<file path="src/rtl/multi_ranger_pkg.sv">
// ----------------------------------------------------------------------------
// ranger_pkg
// Shared definitions for the multi-channel ultrasonic ranger:
//   - FSM state codes (kept as plain localparam constants so the encoding is
//     stable and visible in waveforms of older tools)
//   - default cycle constants for a 100 MHz system clock
// No ports; imported by multi_ranger and prox_encode.
// ----------------------------------------------------------------------------
package ranger_pkg;

    typedef logic [2:0] state_t;

    localparam state_t ST_IDLE      = 3'd0;
    localparam state_t ST_TRIG      = 3'd1;
    localparam state_t ST_WAIT_RISE = 3'd2;
    localparam state_t ST_MEASURE   = 3'd3;
    localparam state_t ST_REPORT    = 3'd4;
    localparam state_t ST_GAP       = 3'd5;

    // Defaults for HC-SR04-style sensors at 100 MHz.
    localparam int DEF_N_CH         = 2;
    localparam int DEF_TRIG_CYC     = 1000;      // 10 us trigger pulse
    localparam int DEF_RISE_TO_CYC  = 100000;    // 1 ms for the echo to start
    localparam int DEF_ECHO_MAX_CYC = 4000000;   // 40 ms longest echo
    localparam int DEF_GAP_CYC      = 6000000;   // 60 ms between slots
    localparam int DEF_BASE_CYC     = 6029;      // first proximity threshold
    localparam int DEF_LEVELS       = 8;
    localparam int DEF_CNT_W        = 23;

endpackage

</file>
<file path="src/rtl/multi_ranger_prox_encode.sv">
// ----------------------------------------------------------------------------
// prox_encode
// Combinational thermometer encoder for one echo measurement.
//   cycles_i  [CNT_W-1:0]  measured echo width in clock cycles
//   timeout_i              measurement ended by timeout (forces all ones)
//   therm_o   [LEVELS-1:0] thermometer: bit 0 always set, bit j (j>=1) set
//                          when cycles_i > BASE_CYC << (j-1)
// A shorter echo means a closer object, but the thermometer counts "distance
// bands passed": more bits set = farther away or no echo at all.
// ----------------------------------------------------------------------------
module prox_encode
    import ranger_pkg::*;
#(
    parameter int CNT_W    = DEF_CNT_W,
    parameter int LEVELS   = DEF_LEVELS,
    parameter int BASE_CYC = DEF_BASE_CYC
)
(
    input  logic [CNT_W-1:0]  cycles_i,
    input  logic              timeout_i,
    output logic [LEVELS-1:0] therm_o
);

    // Thresholds grow to BASE_CYC << (LEVELS-2); widening the compare by
    // LEVELS bits keeps every shifted threshold representable.
    localparam int WIDE = CNT_W + LEVELS;

    logic [WIDE-1:0] cycles_wide;

    assign cycles_wide = {{LEVELS{1'b0}}, cycles_i};
    assign therm_o[0]  = 1'b1;

    genvar gi;
    generate
        for (gi = 1; gi < LEVELS; gi++) begin : g_lvl
            localparam logic [WIDE-1:0] THR = WIDE'(BASE_CYC) << (gi - 1);
            assign therm_o[gi] = timeout_i || (cycles_wide > THR);
        end
    endgenerate

endmodule

</file>
<file path="src/rtl/multi_ranger.sv">
// ----------------------------------------------------------------------------
// multi_ranger
// Round-robin controller for N_CH ultrasonic rangers. Each slot fires one
// trigger pulse, times the echo of that channel, reports it and updates the
// channel's proximity thermometer, then idles GAP_CYC cycles.
// Ports:
//   clk, rst_n           100 MHz clock, asynchronous active-low reset
//   enable               keep sequencing; when low, finish slot and park
//   echo [N_CH-1:0]      raw asynchronous echo lines
//   trigger [N_CH-1:0]   trigger pulses (one-hot or zero)
//   meas_valid           one-cycle strobe when a slot completes
//   meas_ch [2:0]        channel of the completed slot
//   meas_cycles          echo width in cycles (saturated, 0 on rise timeout)
//   meas_timeout         slot ended by timeout
//   prox [N_CH*LEVELS-1:0] per-channel thermometers, channel c at c*LEVELS
// ----------------------------------------------------------------------------
module multi_ranger
    import ranger_pkg::*;
#(
    parameter int N_CH         = DEF_N_CH,
    parameter int TRIG_CYC     = DEF_TRIG_CYC,
    parameter int RISE_TO_CYC  = DEF_RISE_TO_CYC,
    parameter int ECHO_MAX_CYC = DEF_ECHO_MAX_CYC,
    parameter int GAP_CYC      = DEF_GAP_CYC,
    parameter int BASE_CYC     = DEF_BASE_CYC,
    parameter int LEVELS       = DEF_LEVELS,
    parameter int CNT_W        = DEF_CNT_W
)
(
    input  logic                     clk,
    input  logic                     rst_n,
    input  logic                     enable,
    input  logic [N_CH-1:0]          echo,
    output logic [N_CH-1:0]          trigger,
    output logic                     meas_valid,
    output logic [2:0]               meas_ch,
    output logic [CNT_W-1:0]         meas_cycles,
    output logic                     meas_timeout,
    output logic [N_CH*LEVELS-1:0]   prox
);

    localparam logic [CNT_W-1:0] TRIG_LAST = CNT_W'(TRIG_CYC - 1);
    localparam logic [CNT_W-1:0] RISE_LAST = CNT_W'(RISE_TO_CYC - 1);
    localparam logic [CNT_W-1:0] ECHO_MAX  = CNT_W'(ECHO_MAX_CYC);
    localparam logic [CNT_W-1:0] ECHO_LAST = CNT_W'(ECHO_MAX_CYC - 1);
    localparam logic [CNT_W-1:0] GAP_LAST  = CNT_W'(GAP_CYC - 1);
    localparam logic [CNT_W-1:0] CNT_ONE   = CNT_W'(1);
    localparam logic [2:0]       CH_LAST   = 3'(N_CH - 1);

    // ------------------------------------------------------------------
    // Echo synchronisers (all channels, so a channel switch sees settled data)
    // ------------------------------------------------------------------
    logic [N_CH-1:0] sync1_q;
    logic [N_CH-1:0] sync2_q;

    always_ff @(posedge clk or negedge rst_n) begin
        if (!rst_n) begin
            sync1_q <= '0;
            sync2_q <= '0;
        end else begin
            sync1_q <= echo;
            sync2_q <= sync1_q;
        end
    end

    // ------------------------------------------------------------------
    // State registers
    // ------------------------------------------------------------------
    state_t           state_q, state_d;
    logic [CNT_W-1:0] cnt_q, cnt_d;
    logic [2:0]       ch_q, ch_d;
    logic             armed_q, armed_d;
    logic             timeout_d;
    logic             echo_act;
    logic             rise;
    logic             report_load;
    logic [N_CH-1:0]  trigger_q, trigger_d;

    // Only the active channel's synchronised echo matters.
    always_comb begin
        echo_act = 1'b0;
        for (int i = 0; i < N_CH; i++) begin
            if (ch_q == 3'(i)) begin
                echo_act = sync2_q[i];
            end
        end
    end

    // armed_q records that echo was seen low while in WAIT_RISE, so an echo
    // still high from a previous (timed-out) slot cannot count as a rise.
    assign rise = armed_q && echo_act;

    always_comb begin
        armed_d = 1'b0;
        if (state_q == ST_WAIT_RISE && state_d == ST_WAIT_RISE) begin
            armed_d = armed_q || !echo_act;
        end
    end

    always_comb begin
        state_d   = state_q;
        cnt_d     = cnt_q;
        ch_d      = ch_q;
        timeout_d = 1'b0;
        case (state_q)
            ST_IDLE: begin
                if (enable) begin
                    state_d = ST_TRIG;
                    cnt_d   = '0;
                end
            end
            ST_TRIG: begin
                if (cnt_q >= TRIG_LAST) begin
                    state_d = ST_WAIT_RISE;
                    cnt_d   = '0;
                end else begin
                    cnt_d = cnt_q + CNT_ONE;
                end
            end
            ST_WAIT_RISE: begin
                // A rise on the last allowed cycle still wins over timeout.
                if (rise) begin
                    state_d = ST_MEASURE;
                    cnt_d   = CNT_ONE;
                end else if (cnt_q >= RISE_LAST) begin
                    state_d   = ST_REPORT;
                    cnt_d     = '0;
                    timeout_d = 1'b1;
                end else begin
                    cnt_d = cnt_q + CNT_ONE;
                end
            end
            ST_MEASURE: begin
                if (!echo_act) begin
                    state_d = ST_REPORT;
                end else if (cnt_q >= ECHO_LAST) begin
                    // Give up without waiting for the echo to fall.
                    state_d   = ST_REPORT;
                    cnt_d     = ECHO_MAX;
                    timeout_d = 1'b1;
                end else begin
                    cnt_d = cnt_q + CNT_ONE;
                end
            end
            ST_REPORT: begin
                state_d = ST_GAP;
                cnt_d   = '0;
            end
            ST_GAP: begin
                if (cnt_q >= GAP_LAST) begin
                    cnt_d   = '0;
                    ch_d    = (ch_q >= CH_LAST) ? 3'd0 : ch_q + 3'd1;
                    state_d = enable ? ST_TRIG : ST_IDLE;
                end else begin
                    cnt_d = cnt_q + CNT_ONE;
                end
            end
            default: begin
                state_d = ST_IDLE;
                cnt_d   = '0;
            end
        endcase
    end

    // Result registers are loaded on the edge that enters REPORT, so the
    // strobe is visible during the REPORT cycle: two synchroniser cycles plus
    // one FSM cycle after the raw echo falls.
    assign report_load = (state_d == ST_REPORT);

    always_comb begin
        trigger_d = '0;
        for (int i = 0; i < N_CH; i++) begin
            trigger_d[i] = (state_d == ST_TRIG) && (ch_d == 3'(i));
        end
    end

    always_ff @(posedge clk or negedge rst_n) begin
        if (!rst_n) begin
            state_q   <= ST_IDLE;
            cnt_q     <= '0;
            ch_q      <= 3'd0;
            armed_q   <= 1'b0;
            trigger_q <= '0;
        end else begin
            state_q   <= state_d;
            cnt_q     <= cnt_d;
            ch_q      <= ch_d;
            armed_q   <= armed_d;
            trigger_q <= trigger_d;
        end
    end

    assign trigger = trigger_q;

    // ------------------------------------------------------------------
    // Measurement report
    // ------------------------------------------------------------------
    logic             meas_valid_q;
    logic [2:0]       meas_ch_q;
    logic [CNT_W-1:0] meas_cycles_q;
    logic             meas_timeout_q;
    logic [LEVELS-1:0] enc_therm;

    always_ff @(posedge clk or negedge rst_n) begin
        if (!rst_n) begin
            meas_valid_q   <= 1'b0;
            meas_ch_q      <= 3'd0;
            meas_cycles_q  <= '0;
            meas_timeout_q <= 1'b0;
        end else begin
            meas_valid_q <= report_load;
            if (report_load) begin
                meas_ch_q      <= ch_q;
                meas_cycles_q  <= cnt_d;
                meas_timeout_q <= timeout_d;
            end
        end
    end

    assign meas_valid   = meas_valid_q;
    assign meas_ch      = meas_ch_q;
    assign meas_cycles  = meas_cycles_q;
    assign meas_timeout = meas_timeout_q;

    // Encode the value being loaded so prox and meas_* update together.
    prox_encode #(
        .CNT_W    (CNT_W),
        .LEVELS   (LEVELS),
        .BASE_CYC (BASE_CYC)
    ) u_prox_encode (
        .cycles_i  (cnt_d),
        .timeout_i (timeout_d),
        .therm_o   (enc_therm)
    );

    // One holding register per channel; each keeps its value until that
    // channel reports again.
    genvar gi;
    generate
        for (gi = 0; gi < N_CH; gi++) begin : g_prox
            logic [LEVELS-1:0] lvl_q;

            always_ff @(posedge clk or negedge rst_n) begin
                if (!rst_n) begin
                    lvl_q <= '0;
                end else if (report_load && ch_q == 3'(gi)) begin
                    lvl_q <= enc_therm;
                end
            end

            assign prox[gi*LEVELS +: LEVELS] = lvl_q;
        end
    endgenerate

endmodule

</file>
<file path="config.mk">
export PLATFORM = sky130hd
export DESIGN_NAME = multi_ranger
export DESIGN_NICKNAME = d
export VERILOG_FILES = /design/src/rtl/multi_ranger_pkg.sv /design/src/rtl/multi_ranger_prox_encode.sv /design/src/rtl/multi_ranger.sv
export SDC_FILE = /design/constraint.sdc
export NUM_CORES = 1
export LEC_CHECK = 0
export ABC_CLOCK_PERIOD_IN_PS = 12100
export CELL_PAD_IN_SITES_DETAIL_PLACEMENT = 1
export CELL_PAD_IN_SITES_GLOBAL_PLACEMENT = 2
export CORE_UTILIZATION = 38
export CTS_CLUSTER_SIZE = 28
export DETAILED_ROUTE_END_ITERATION = 6
export GPL_ROUTABILITY_DRIVEN = 1
export HOLD_SLACK_MARGIN = 0.05
export PLACE_DENSITY_LB_ADDON = 0.15
export SLEW_MARGIN = 0
export SYNTH_ARGS = -nofsm -noshare
export SYNTH_HDL_FRONTEND = slang
export SYNTH_HIERARCHICAL = 1
export SYNTH_SLANG_ARGS = --single-unit
export TNS_END_PERCENT = 30
</file>
<file path="constraint.sdc">
create_clock -name clk -period 12.1 [get_ports clk]
set_clock_uncertainty 0.2 [all_clocks]
set_input_delay 2.42 -clock clk [delete_from_list [all_inputs] [get_ports clk]]
set_output_delay 2.42 -clock clk [all_outputs]
set_load 0.05 [all_outputs]
</file>
# Word level (Yosys, flattened, before mapping)
# Index checks and enable logic that the tools add are counted.
# classes
add_sub_neg,2
magnitude_cmp,12
n_eq_ne,10
muxes,28
reduce_logical,18
# op_table
operator,n
23-bit 2-to-1 mux,7
23-bit case mux with 5 select lines,1
3-bit 2-to-1 mux,10
"23-bit by 1-bit adder with 23-bit output, second input constant",1
"23-bit by 10-bit greater-or-equal comparator with 1-bit output, second input constant",1
"23-bit by 17-bit greater-or-equal comparator with 1-bit output, second input constant",1
"23-bit by 22-bit greater-or-equal comparator with 1-bit output, second input constant",1
"23-bit greater-or-equal comparator, second input constant",1
"23-bit by 13-bit greater-than comparator with 1-bit output, second input constant",1
"23-bit by 14-bit greater-than comparator with 1-bit output, second input constant",1
"23-bit by 15-bit greater-than comparator with 1-bit output, second input constant",1
"23-bit by 16-bit greater-than comparator with 1-bit output, second input constant",1
"23-bit by 17-bit greater-than comparator with 1-bit output, second input constant",1
"23-bit by 18-bit greater-than comparator with 1-bit output, second input constant",1
"23-bit by 19-bit greater-than comparator with 1-bit output, second input constant",1
3-bit case mux with 6 select lines,1
"3-bit by 1-bit == test with 1-bit output, second input constant",4
"3-bit by 2-bit == test with 1-bit output, second input constant",3
"3-bit == test, second input constant",3
3-bit zero test,3
1-bit logical OR,8
1-bit 2-to-1 mux,8
1-bit logical AND,6
"3-bit by 1-bit adder with 3-bit output, second input constant",1
3 further kinds,3
# word_totals
register_bits,80
in_bits,5
output_inout_bits,46
word_cells,83

# Longest topological paths before layout
# Gate-level depths: netlist (run 1).
# depth
word_depth,9
mapped_depth,17
mapped_depth_nobuf,14

# Hierarchy
# Netlist (run 1), hierarchy kept.
# modules_own_cells
mod,instances,cells_each,area_per_inst_um2,seq_area_each_um2
multi_ranger,1,420,4111.4,2001.9
prox_encode,1,75,466.7,0.0

# Worst setup path before layout (run 1)
# No wires, ideal clock.
# synth_timing
kind,in2reg
startpoint,input enable
endpoint,register g_prox[0].lvl_q[2]
setup_ns,0.125
arrival_ns,4.789
required_time_ns,11.775
setup_slack_ns,6.986
cell_stages,11
path_buffers,1
cell_sequence,nor3_1 > a31oi_1 > nor2_1 > clkbuf_1 > a21oi_1 > o21ai_0 > nand2_1 > or4_1 > nor4_1 > o21ai_1 > mux2_2
# synth_between
elab_cells_between_ends,10
classes_between,order compare (1); eq/ne (1); mux (6); reduce/logical (2)
# synth_rtl
element,line,rtl
"start, declared",multi_ranger.sv:32,"input logic enable,"
23-bit 2-to-1 mux,multi_ranger.sv:107,if (enable) begin
23-bit case mux with 5 select lines,multi_ranger.sv:105,case (state_q)
via cnt_d[11],multi_ranger.sv:70,"logic [CNT_W-1:0] cnt_q, cnt_d;"
23-bit by 14-bit greater-than comparator with 1-bit output,multi_ranger_prox_encode.sv:37,assign therm_o[gi] = timeout_i || (cycles_wide > THR);
1-bit logical OR,multi_ranger_prox_encode.sv:37,
via enc_therm[2],multi_ranger.sv:202,logic [LEVELS-1:0] enc_therm;
"end signal, assigned",multi_ranger.sv:247,lvl_q <= enc_therm;
"end, declared",multi_ranger.sv:241,logic [LEVELS-1:0] lvl_q;
# The timed path passes the listed nets, and every way through them passes these cells.
# A chain may end at the register's enable or synchronous reset.

# Worst setup path after layout (run 1)
# Ends and elaborated chain as after synthesis.

==> summary.txt, run 1 <==
Run status
  • Status: complete, but fails checks
  • Failing checks: DRC

Critical path
  • WP data arrival: 5780 ps
  • CP Data Required Time: 12130 ps
  • Worst-path maximum fanout: 18
  • Critical Path Sink Type: register
  • Critical Path Start: enable
  • Critical path startpoint category: primary input
  • Worst setup path class: primary input to register
  • Reg2Reg Launch Point: cnt_q[2]$_DFF_PN0_

Hold path
  • Worst hold start: sync1_q[0]$_DFF_PN0_
  • Min-Delay Path Class: register to register

Routing
  • DRT iter0 DRCs: 246
  • Post-DR vias/cell: 5.97
  • Top sig layer: met4
  • Routed wire length: 13.9 mm
  • Post-detailed-route count of antenna-violating nets: 0
  • DRC Markers: 5
  • Drt pass-1 iters: 7
  • Vias post-DR: 4048
  • Met2 wire len: 6.55 mm
  • Routed wl met3: 637 um
  • Post-Route M1 WL: 6.47 mm
  • Routed WL per cell: 20.5 um

Floorplanning
  • Core Area: 11600 sq um
  • Rows: 39
  • Io pins: 51
  • Die Y: 112 um
  • Die X: 112 um
  • Die area: 12500 sq um
  • Initial Util: 0.396

CTS
  • Cts hold-fix bufs: 0
  • CTS tree: built
  • CTS HTree Levels: 3
  • Clock sinks: 80
  • Clock root buffer: clkbuf_16
  • Number of clock buffers inserted by TritonCTS: 9
  • Clock latency on the worst-skew pair: 350 ps
  • Setup repair bufs after CTS: 0
  • Post-cts sizing count: 0
  • Clk slew on worst S/H paths: 60 ps
  • Clock Path Buffers: 2

Synth
  • Biggest area consumer among synthesized cells: dfrtp_1
  • Synth warn: 6
  • Netlist cell types: 77
  • Register bit total from synthesis: 80
  • Share of synthesized registers carrying an async set or reset: 1.00
  • Synthesized netlist net count: 504
  • Cell count after synthesis: 495
  • EDFF count, synth: 0
  • Top FF cell, synth: dfrtp_1
  • Cell Area, Synth: 4580 sq um
  • Synth top area cells: dfrtp_1, nand3_1, mux2_2
  • Avg Inst Size Synth: 9.25 sq um
  • Sequential fraction of the synthesis area: 0.437
  • Synth top area share: 0.437

Placed design
  • Buffers on Ports: 50
  • Cell Area, Placed: 5140 sq um
  • Post-DP HPWL: 9.79 mm
  • Placer Congestion: 0.816
  • DP Worst Slack: 6070 ps

STA
  • RSZ-0062 raised after global routing: no
  • Crit path time final: 5750 ps
  • Final setup margin: 6350 ps
  • Relative slew slack: 0.240
  • Max-slew violations: 0
  • Least-Margin Pin Slew: 1130 ps
  • Final Cycle Share: 0.475
  • Final setup TNS: 0 ps
  • Fmax: 174 MHz
  • Final hold violation count: 0
  • Hold slack: 150 ps
  • Setup violators final: 0

Cells and area
  • Fillers: 1317
  • # nets final: 539
  • Ant diodes: 0
  • Share of layout cells above drive strength 1: 0.133
  • Final instance area: 5440 sq um
  • Synth-to-layout area growth: 18.8%

GRT
  • Number of global-route vias before repair: 4234
  • First-pass GRT wire length: 23.5 mm
  • All-layer global routing usage: 0.244
  • Gr ovfl total: 0
  • Pin count of the biggest net entering global routing: 81
  • Initial antenna violation count: 0

Pwr
  • Leakage power: 2.19 nW
  • Max rail drop VDD: 0.000156 V
  • Pwr Density: 203 nW/um^2

Run
  • Maxcap violations: 0
==> routing by layer <==
| layer | vias up | global-route usage |
|---|---|---|
| met4 | 0 | 0.0901 |
| li1 | 1918 | - |
| met3 | 15 | 0.0561 |
| met1 | 2013 | 0.327 |
| met5 | - | 0 |
| met2 | 102 | 0.386 |
==> sequential cells by signal (all words and copies together), names as in the netlist, 2 cells and up <==
name / flops
cnt_q: 23
meas_cycles: 23
g_prox.lvl_q: 16
ch_q: 3
meas_ch: 3
state_q: 3
sync1_q: 2
sync2_q: 2
trigger: 2
==> layout by cell type (no fill, tap or decap), types with 17 or more instances in the layout <==
cell type,instances
a31oi_1,17
mux2_2,21
nor3_1,18
nand2_1,48
a21oi_1,17
nand3_1,48
dfrtp_1,80
nor2_1,33
o21ai_0,22
clkdlybuf4s50_1,49
==> worst paths after layout <==
check	endpoint	slack, ps	cells after the start
worst max-delay path	g_prox[0].lvl_q[2]$_DFFE_PN0P_	6350	12
worst min-delay path	sync2_q[0]$_DFF_PN0_	150	0
worst max register to register	g_prox[0].lvl_q[4]$_DFFE_PN0P_	7150	12
worst min register to register	sync2_q[0]$_DFF_PN0_	150	0
max in group asynchronous	g_prox[0].lvl_q[1]$_DFFE_PN0P_	9010	1
min in group asynchronous	ch_q[1]$_DFF_PN0_	2040	1
==> cells in the mapped netlist (5+ instances only) <==
| master | number |
|---|---|
| nand4_1 | 5 |
| dfrtp_1 | 80 |
| a211oi_1 | 5 |
| nor2_1 | 33 |
| and2_1 | 5 |
| mux2_2 | 21 |
| a21oi_1 | 17 |
| o21ai_0 | 22 |
| nand3b_1 | 7 |
| clkbuf_1 | 19 |
| o211ai_1 | 8 |
| nor3b_1 | 5 |
| inv_1 | 10 |
| or3_1 | 13 |
| buf_2 | 6 |
| nor4_1 | 11 |
| nand3_1 | 48 |
| nand2_1 | 48 |
| nor3_1 | 18 |
| and3_1 | 8 |
| a31oi_1 | 17 |
==> critical path, stage by stage <==
cell,delay (ps)
clkdlybuf4s50_1,460
nor3_1,150
a31oi_1,90
nor2_1,120
buf_4,250
a21oi_1,60
o21ai_0,680
nand2_1,290
or4_1,540
nor4_1,270
o21ai_1,150
mux2_2,290
==> stage by stage <==
step / util / power (W) / instances
after floorplan: - / 0.000681 / 495
after global placement: 0.444 / 0.000833 / 662
after detailed placement: 0.444 / 0.000838 / 662
after CTS: 0.470 / 0.00112 / 678
after global routing: 0.470 / 0.00116 / 678
final: 0.470 / 0.00111 / 678
==> area by class of cell <==
cell class | count | area, sq um | area share
Timing Repair Buffer | 54 | 528 | 0.0971
Clock inverter | 5 | 56.3 | 0.0104
Multi-Input combinational cell | 374 | 2390 | 0.439
Inverter | 11 | 41.3 | 0.00759
Sequential cell | 80 | 2000 | 0.368
Tap cell | 143 | 179 | 0.0329
Clock buffer | 11 | 243 | 0.0446
==> report_power, final <==
group	internal (W)	switching [W]	total [W]
logic	0.000149	0.000316	0.000465
registers	0.000326	0.0000399	0.000366
clock network	0.000165	0.000110	0.000275
total	0.000640	0.000466	0.00111
==> logic make-up (layout without fill, tap and decap cells) <==
group | Yosys count | after routing | synth area share
compound gates | 115 | 115 | 0.178
simple gates | 232 | 232 | 0.278
mux | 22 | 22 | 0.0538
fa+ha+maj | 4 | 4 | 0.0109
flops | 80 | 80 | 0.437
buf+inv | 41 | 81 | 0.0410
other cells | 1 | 1 | 0.000819
No activity file was read; power rests on OpenSTA's default activity.
==> run 2, diff against run 1 <==
Settings changed: ABC_CLOCK_PERIOD_IN_PS 12100 to 5300, CORE_UTILIZATION 38 to 35.
Clock period 12.1 ns to 5.3 ns, I/O delays scaled along.
==> run 2 against run 1 <==
Effect of this change:
- the run now ends clean
- flip-flop and latch count stayed put
- critical path depth shrank 1
- worst hold slack improved by 7.8 ps
- global-route usage is 2.0 points lower
- first-iteration DRC count down 26%
- non-clock buffer count is 11 higher
- sequential power increased by 130%
- final cell count rose by 5.9%
- via count down 0.15%
==> summary.txt, run 2 (synthesis gave the netlist of run 1 again) <==
STA
  • Setup violators final: 0 (unchanged)
  • Final hold violation count: 0 (unchanged)
  • Crit path time final: 4700 ps
  • Least-Margin Pin Slew: 1030 ps (-102 ps)
  • Final Cycle Share: 0.887
  • Final setup TNS: 0 ps (unchanged)
  • RSZ-0062 raised after global routing: no
  • Relative slew slack: 0.315 (+0.0749)
  • Fmax: 213 MHz
  • Max-slew violations: 0 (unchanged)

GRT
  • Initial antenna violation count: 0 (unchanged)
  • First-pass GRT wire length: 22.9 mm (-2.2%)
  • Number of global-route vias before repair: 4216 (-0.43%)
  • Gr ovfl total: 0 (unchanged)
  • Pin count of the biggest net entering global routing: 81 (unchanged)
  • All-layer global routing usage: 0.225 (-0.0195)

Floorplanning
  • Rows: 41 (+5.1%)
  • Die X: 116 um (+4.1%)
  • Die area: 13500 sq um (+8.4%)
  • Core Area: 12700 sq um (+9.6%)
  • Io pins: 51 (unchanged)
  • Initial Util: 0.361 (-0.0346)
  • Die Y: 116 um (+4.1%)

CTS
  • Clk slew on worst S/H paths: 60 ps (about the same)
  • CTS tree: built
  • Clock latency on the worst-skew pair: 350 ps (about the same)
  • Clock sinks: 80 (unchanged)
  • Post-cts sizing count: 0 (unchanged)
  • Setup repair bufs after CTS: 0 (unchanged)
  • Number of clock buffers inserted by TritonCTS: 9 (unchanged)
  • CTS HTree Levels: 3 (unchanged)
  • Cts hold-fix bufs: 0 (unchanged)
  • Clock root buffer: clkbuf_16
  • Clock Path Buffers: 2 (unchanged)

Cells and area
  • Share of layout cells above drive strength 1: 0.148 (+0.0156)
  • # nets final: 550 (+2.0%)
  • Final instance area: 5560 sq um (+2.2%)
  • Ant diodes: 0 (unchanged)
  • Synth-to-layout area growth: 21.4%
  • Fillers: 1489 (+13%)
  • Most frequent cells in the layout: dfrtp_1, clkdlybuf4s50_1, nand2_1, nand3_1, nor2_1
  • Most common cell after layout, fill and taps aside: dfrtp_1

Critical path
  • Worst setup path class: register to register
  • Most frequent CP cell: nand3_1
  • Worst r2r dst: g_prox[1].lvl_q[2]$_DFFE_PN0P_
  • Worst-path maximum fanout: 14 (-4)
  • Reg2Reg Launch Point: cnt_q[12]$_DFF_PN0_
  • Reg2Reg Depth: 11 (-1)
  • Cell Chain, Critical Path: or3_4 > or3_1 > o41ai_1 > o31a_1 > nand3_2 > nand3_1 > nand3_1 > or4_1 > nor4_1 > o21ai_1 > mux2_2
  • WP data arrival: 4740 ps (-1040 ps)
  • CP max stage cell: or4_1
  • CP Data Required Time: 5340 ps (-6790 ps)
  • Flop-to-flop setup slack: 600 ps (-6550 ps)
  • Slowest stage delay, CP: 700 ps (+20 ps)
  • Critical path startpoint category: register
  • Critical Path Sink Type: register

Pwr
  • Leakage power: 2.26 nW (+2.8%)
  • Pwr Density: 457 nW/um^2 (+120%)
  • Sw Share: 0.419 (-0.00192)
  • Clock network power share: 0.254 (+0.006)
  • Max rail drop VDD: 0.000334 V (+110%)
  • Gate power share: 0.417 (-0.004)
  • Power Total: 0.00254 W (+130%)
  • Internal: 0.00148 W (+130%)
  • Sequential power share: 0.329 (-0.002)
  • P_sw: 0.00107 W (+130%)

Routing
  • Vias post-DR: 4042 (-0.15%)
  • DRT iter0 DRCs: 181 (-26%)
  • Post-detailed-route count of antenna-violating nets: 0 (unchanged)
  • Top sig layer: met4
  • Drt pass-1 iters: 4 (-3)
  • Routed wire length: 14.1 mm (+1.3%)
  • Post-Route M1 WL: 6.82 mm (+5.3%)
  • DRC Markers: 0 (-5)
  • Routed WL per cell: 19.6 um (-4.4%)
  • Post-DR vias/cell: 5.63 (-5.7%)
  • Met2 wire len: 6.55 mm (about the same)
  • Routed wl met3: 486 um (-24%)

Hold path
  • Worst hold start: sync1_q[0]$_DFF_PN0_
  • Worst Hold Endpoint: sync2_q[0]$_DFF_PN0_
  • WHS Path Cells: 0 (unchanged)
  • Min-Delay Path Class: register to register

Run status
  • Status: finished clean

Placed design
  • Placer Congestion: 0.845 (+3.5%)
  • Buffers on Ports: 50 (unchanged)
  • Cell Area, Placed: 5260 sq um (+2.3%)
  • Post-DP HPWL: 10.1 mm (+3.3%)

Run
  • Maxcap violations: 0 (unchanged)
-- run 2: final cells by class --
cell class	instances	area (sq um)	area share
Sequential cell	80	2000	0.360
Timing Repair Buffer	65	611	0.110
Clock inverter	3	40.0	0.00720
Tap cell	172	215	0.0387
Clock buffer	13	260	0.0468
Inverter	11	41.3	0.00743
Multi-Input combinational cell	374	2390	0.430
-- run 2: worst max path at each step --
stage                        startpoint  slack [ps]                             end
floorplan             ch_q[1]$_DFF_PN0_        1120  g_prox[0].lvl_q[3]$_DFFE_PN0P_
global placement                 enable         530  g_prox[0].lvl_q[2]$_DFFE_PN0P_
detailed placement               enable         480  g_prox[1].lvl_q[2]$_DFFE_PN0P_
CTS                 cnt_q[12]$_DFF_PN0_         620  g_prox[1].lvl_q[2]$_DFFE_PN0P_
global route        cnt_q[12]$_DFF_PN0_         320  g_prox[1].lvl_q[7]$_DFFE_PN0P_
finish              cnt_q[12]$_DFF_PN0_         600  g_prox[1].lvl_q[2]$_DFFE_PN0P_
-- run 2: stage by stage --
stage,hold WS [ps],util,setup slack (ps),instances
global route,172,0.439,324,718
detailed placement,146,0.415,475,702
CTS,160,0.439,622,718
floorplan,131,-,1120,495
global placement,142,0.415,525,702
finish,158,0.439,597,718
-- run 2: power by group through the flow --
stage	logic (W)	registers (W)	clock network, W
4_1_cts	0.00107	0.000838	0.000659
2_1_floorplan	0.000327	0.00123	0
3_5_place_dp	0.00107	0.000846	0
3_3_place_gp	0.00106	0.000840	0
6_report	0.00106	0.000835	0.000646
5_1_grt	0.00113	0.000852	0.000683
-- run 2: critical path: cells and delay by family (launching register included) --
family	cells	cell delay [ps]
DFF	1	470
muxes	1	280
and+or+nand+nor	7	2740
AOI/OAI and AO/OA	3	910
-- run 2: metal layers --
layer,vias up,GRT usage
met4,0,0.0718
met5,-,0
met3,17,0.0451
met1,2008,0.305
li1,1937,-
met2,80,0.360
==> run 3, diff against run 2 <==
Settings changed: ABC_CLOCK_PERIOD_IN_PS 5300 to 5660, CORE_UTILIZATION 35 to 38.
Clock period 5.3 ns to 5.66 ns, I/O delays scaled along.
==> run 3 against run 2 <==
Effect of this change:
- the flow now finishes with violations (DRC)
- sequential power shrank 6.0%
- clock power decreased by 20%
- wire length is 1.8% lower
- non-clock buffer count fell by 6
- via count increased by 0.77%
- critical endpoint is now g_prox[1].lvl_q[4]$_DFFE_PN0P_
- largest cell class unchanged
==> summary.txt, run 3 (synthesis gave the netlist of run 1 again) <==
Floorplanning
  • Rows: 39 (-4.9%)
  • Die Y: 112 um (-4.0%)
  • Die X: 112 um (-4.0%)
  • Initial Util: 0.396 (+0.0346)
  • Core Area: 11600 sq um (-8.7%)
  • Die area: 12500 sq um (-7.8%)
  • Io pins: 51 (unchanged)

GRT
  • M1 GR Usage: 0.316 (+0.0106)
  • Gr ovfl total: 0 (unchanged)
  • Initial antenna violation count: 0 (unchanged)
  • Global routing usage on met2: 0.384 (+0.0245)
  • Pin count of the biggest net entering global routing: 81 (unchanged)
  • Most Crowded Layer GR: met2
  • All-layer global routing usage: 0.236 (+0.0115)
  • First-pass GRT wire length: 22.9 mm (-0.15%)
  • Routing usage on met3: 0.0376 (-0.00759)
  • Number of global-route vias before repair: 4242 (+0.62%)

Hold path
  • Worst hold start: sync1_q[1]$_DFF_PN0_
  • WHS Path Cells: 0 (unchanged)
  • Worst Hold Endpoint: sync2_q[1]$_DFF_PN0_
  • Min-Delay Path Class: register to register

Cells and area
  • Synth-to-layout area growth: 18.6%
  • Non-Filler Instances: 682 (-5.0%)
  • Fillers: 1360 (-8.7%)
  • Ant diodes: 0 (unchanged)
  • Most common cell after layout, fill and taps aside: dfrtp_1
  • Share of layout cells above drive strength 1: 0.137 (-0.0111)
  • Most frequent cells in the layout: dfrtp_1, clkdlybuf4s50_1, nand2_1, nand3_1, nor2_1
  • # nets final: 544 (-1.1%)

Pwr
  • Max rail drop VDD: 0.000250 V (-25%)
  • P_sw: 0.000988 W (-7.3%)
  • Leakage power: 2.20 nW (-2.5%)
  • Gate power share: 0.432 (+0.015)
  • Pwr Density: 423 nW/um^2 (-7.5%)
  • Clock network power share: 0.226 (-0.028)
  • Sw Share: 0.430 (+0.0109)
  • Internal: 0.00131 W (-11%)
  • Sequential power share: 0.342 (+0.013)

STA
  • Final setup TNS: 0 ps (unchanged)
  • Final hold violation count: 0 (unchanged)
  • Relative slew slack: 0.301 (-0.0132)
  • Final Cycle Share: 0.862 (-0.0250)
  • Fmax: 205 MHz (-3.6%)
  • Hold slack: 152 ps (-6.54 ps)
  • Crit path time final: 4880 ps (+178 ps)
  • Least-Margin Pin Slew: 1050 ps (+19.8 ps)
  • Setup violators final: 0 (unchanged)
  • RSZ-0062 raised after global routing: no
  • Max-slew violations: 0 (unchanged)

Critical path
  • Worst-path maximum fanout: 14 (unchanged)
  • CP Data Required Time: 5690 ps (+350 ps)
  • CP max stage cell: a211oi_1
  • Reg2Reg Launch Point: cnt_q[2]$_DFF_PN0_
  • WP data arrival: 4910 ps (+170 ps)
  • Reg2Reg Depth: 12 (+1)
  • Critical Path Sink Type: register
  • Worst setup path class: register to register
  • Slowest stage delay, CP: 520 ps (-180 ps)
  • Buffers plus inverters on the worst setup path: 0 (unchanged)
  • Top Family by Delay on Critical Path: simple AND/OR/NAND/NOR gates
  • Cell Chain, Critical Path: nand3_1 > or3_1 > a211oi_1 > o31a_1 > nand3_2 > o211ai_1 > nand3_1 > or3_1 > or3b_4 > a221oi_1 > a31oi_1 > mux2_2
  • Worst r2r dst: g_prox[1].lvl_q[4]$_DFFE_PN0P_
  • Critical path startpoint category: register
  • Flop-to-flop setup slack: 780 ps (+180 ps)

Placed design
  • Buffers on Ports: 50 (unchanged)
  • Dpl cells: 667 (-5.0%)
  • Post-DP HPWL: 9.88 mm (-2.3%)
  • Placer Congestion: 0.820 (-3.0%)

Routing
  • Post-detailed-route count of antenna-violating nets: 0 (unchanged)
  • Routed WL per cell: 20.3 um (+3.4%)
  • Routed wire length: 13.8 mm (-1.8%)
  • DRC Markers: 5 (+5)
  • Vias post-DR: 4073 (+0.77%)
  • DRT iter0 DRCs: 200 (+10%)
  • Drt pass-1 iters: 7 (+3)
  • Post-DR vias/cell: 5.97 (+6.1%)

CTS
  • CTS HTree Levels: 3 (unchanged)
  • Cts hold-fix bufs: 0 (unchanged)
  • Clock latency on the worst-skew pair: 350 ps (about the same)
  • Clk slew on worst S/H paths: 60 ps (about the same)
  • Clock Path Buffers: 2 (unchanged)
  • CTS tree: built
  • Post-cts sizing count: 0 (unchanged)
  • Number of clock buffers inserted by TritonCTS: 9 (unchanged)
  • Clock sinks: 80 (unchanged)
  • Setup repair bufs after CTS: 0 (unchanged)
  • Clock root buffer: clkbuf_16

Run status
  • Failing checks: DRC
  • Status: complete, but fails checks

Run
  • Maxcap violations: 0 (unchanged)
## run 3: cell types whose count changed in the layout (fill, tap and decap cells not counted), sizes merged
cell      before  now
buf           16   10
bufinv         1    0
clkbuf        13   11
clkinv         2    3
clkinvlp       0    1
## run 3: worst max path at each step
| stage | start | endpoint | slack [ps] | depth (start not counted) |
|---|---|---|---|---|
| floorplan | ch_q[1]$_DFF_PN0_ | g_prox[0].lvl_q[3]$_DFFE_PN0P_ | 1480 | 16 |
| global placement | ch_q[1]$_DFF_PN0_ | g_prox[0].lvl_q[2]$_DFFE_PN0P_ | 940 | 15 |
| detailed placement | cnt_q[2]$_DFF_PN0_ | g_prox[0].lvl_q[4]$_DFFE_PN0P_ | 840 | 12 |
| CTS | cnt_q[2]$_DFF_PN0_ | g_prox[0].lvl_q[4]$_DFFE_PN0P_ | 820 | 12 |
| global route | cnt_q[2]$_DFF_PN0_ | g_prox[0].lvl_q[4]$_DFFE_PN0P_ | 530 | 12 |
| finish | cnt_q[2]$_DFF_PN0_ | g_prox[1].lvl_q[4]$_DFFE_PN0P_ | 780 | 12 |
## run 3: power by group through the flow
stage          combinational (W)  sequential (W)  clock (W)
2_1_floorplan           0.000306         0.00115          0
3_3_place_gp            0.000989        0.000788          0
3_5_place_dp            0.000995        0.000794          0
4_1_cts                 0.000999        0.000786   0.000535
5_1_grt                  0.00105        0.000804   0.000559
6_report                0.000992        0.000785   0.000520
## run 3: stage by stage
step	util	total power, W	setup slack [ps]	cell area, sq um
final	0.470	0.00230	779	5430
after floorplan	-	0.00146	1480	4580
after global routing	0.470	0.00242	531	5430
after global placement	0.448	0.00178	938	5180
after detailed placement	0.448	0.00179	840	5180
after CTS	0.470	0.00232	818	5430
## run 3: cell type report
type | count | area, sq um | area share
clock buffer | 11 | 233 | 0.0428
clock inverter | 4 | 22.5 | 0.00415
inverter | 11 | 41.3 | 0.00760
multi-input combinational | 374 | 2390 | 0.440
sequential | 80 | 2000 | 0.369
tap | 143 | 179 | 0.0329
timing repair buffer | 59 | 566 | 0.104
## run 3: metal layers
layer / up-vias / routed length [um]
li1: 1949 / -
met1: 2036 / 6650
met2: 65 / 6550
met3: 23 / 344
met4: 0 / 280
met5: - / 0
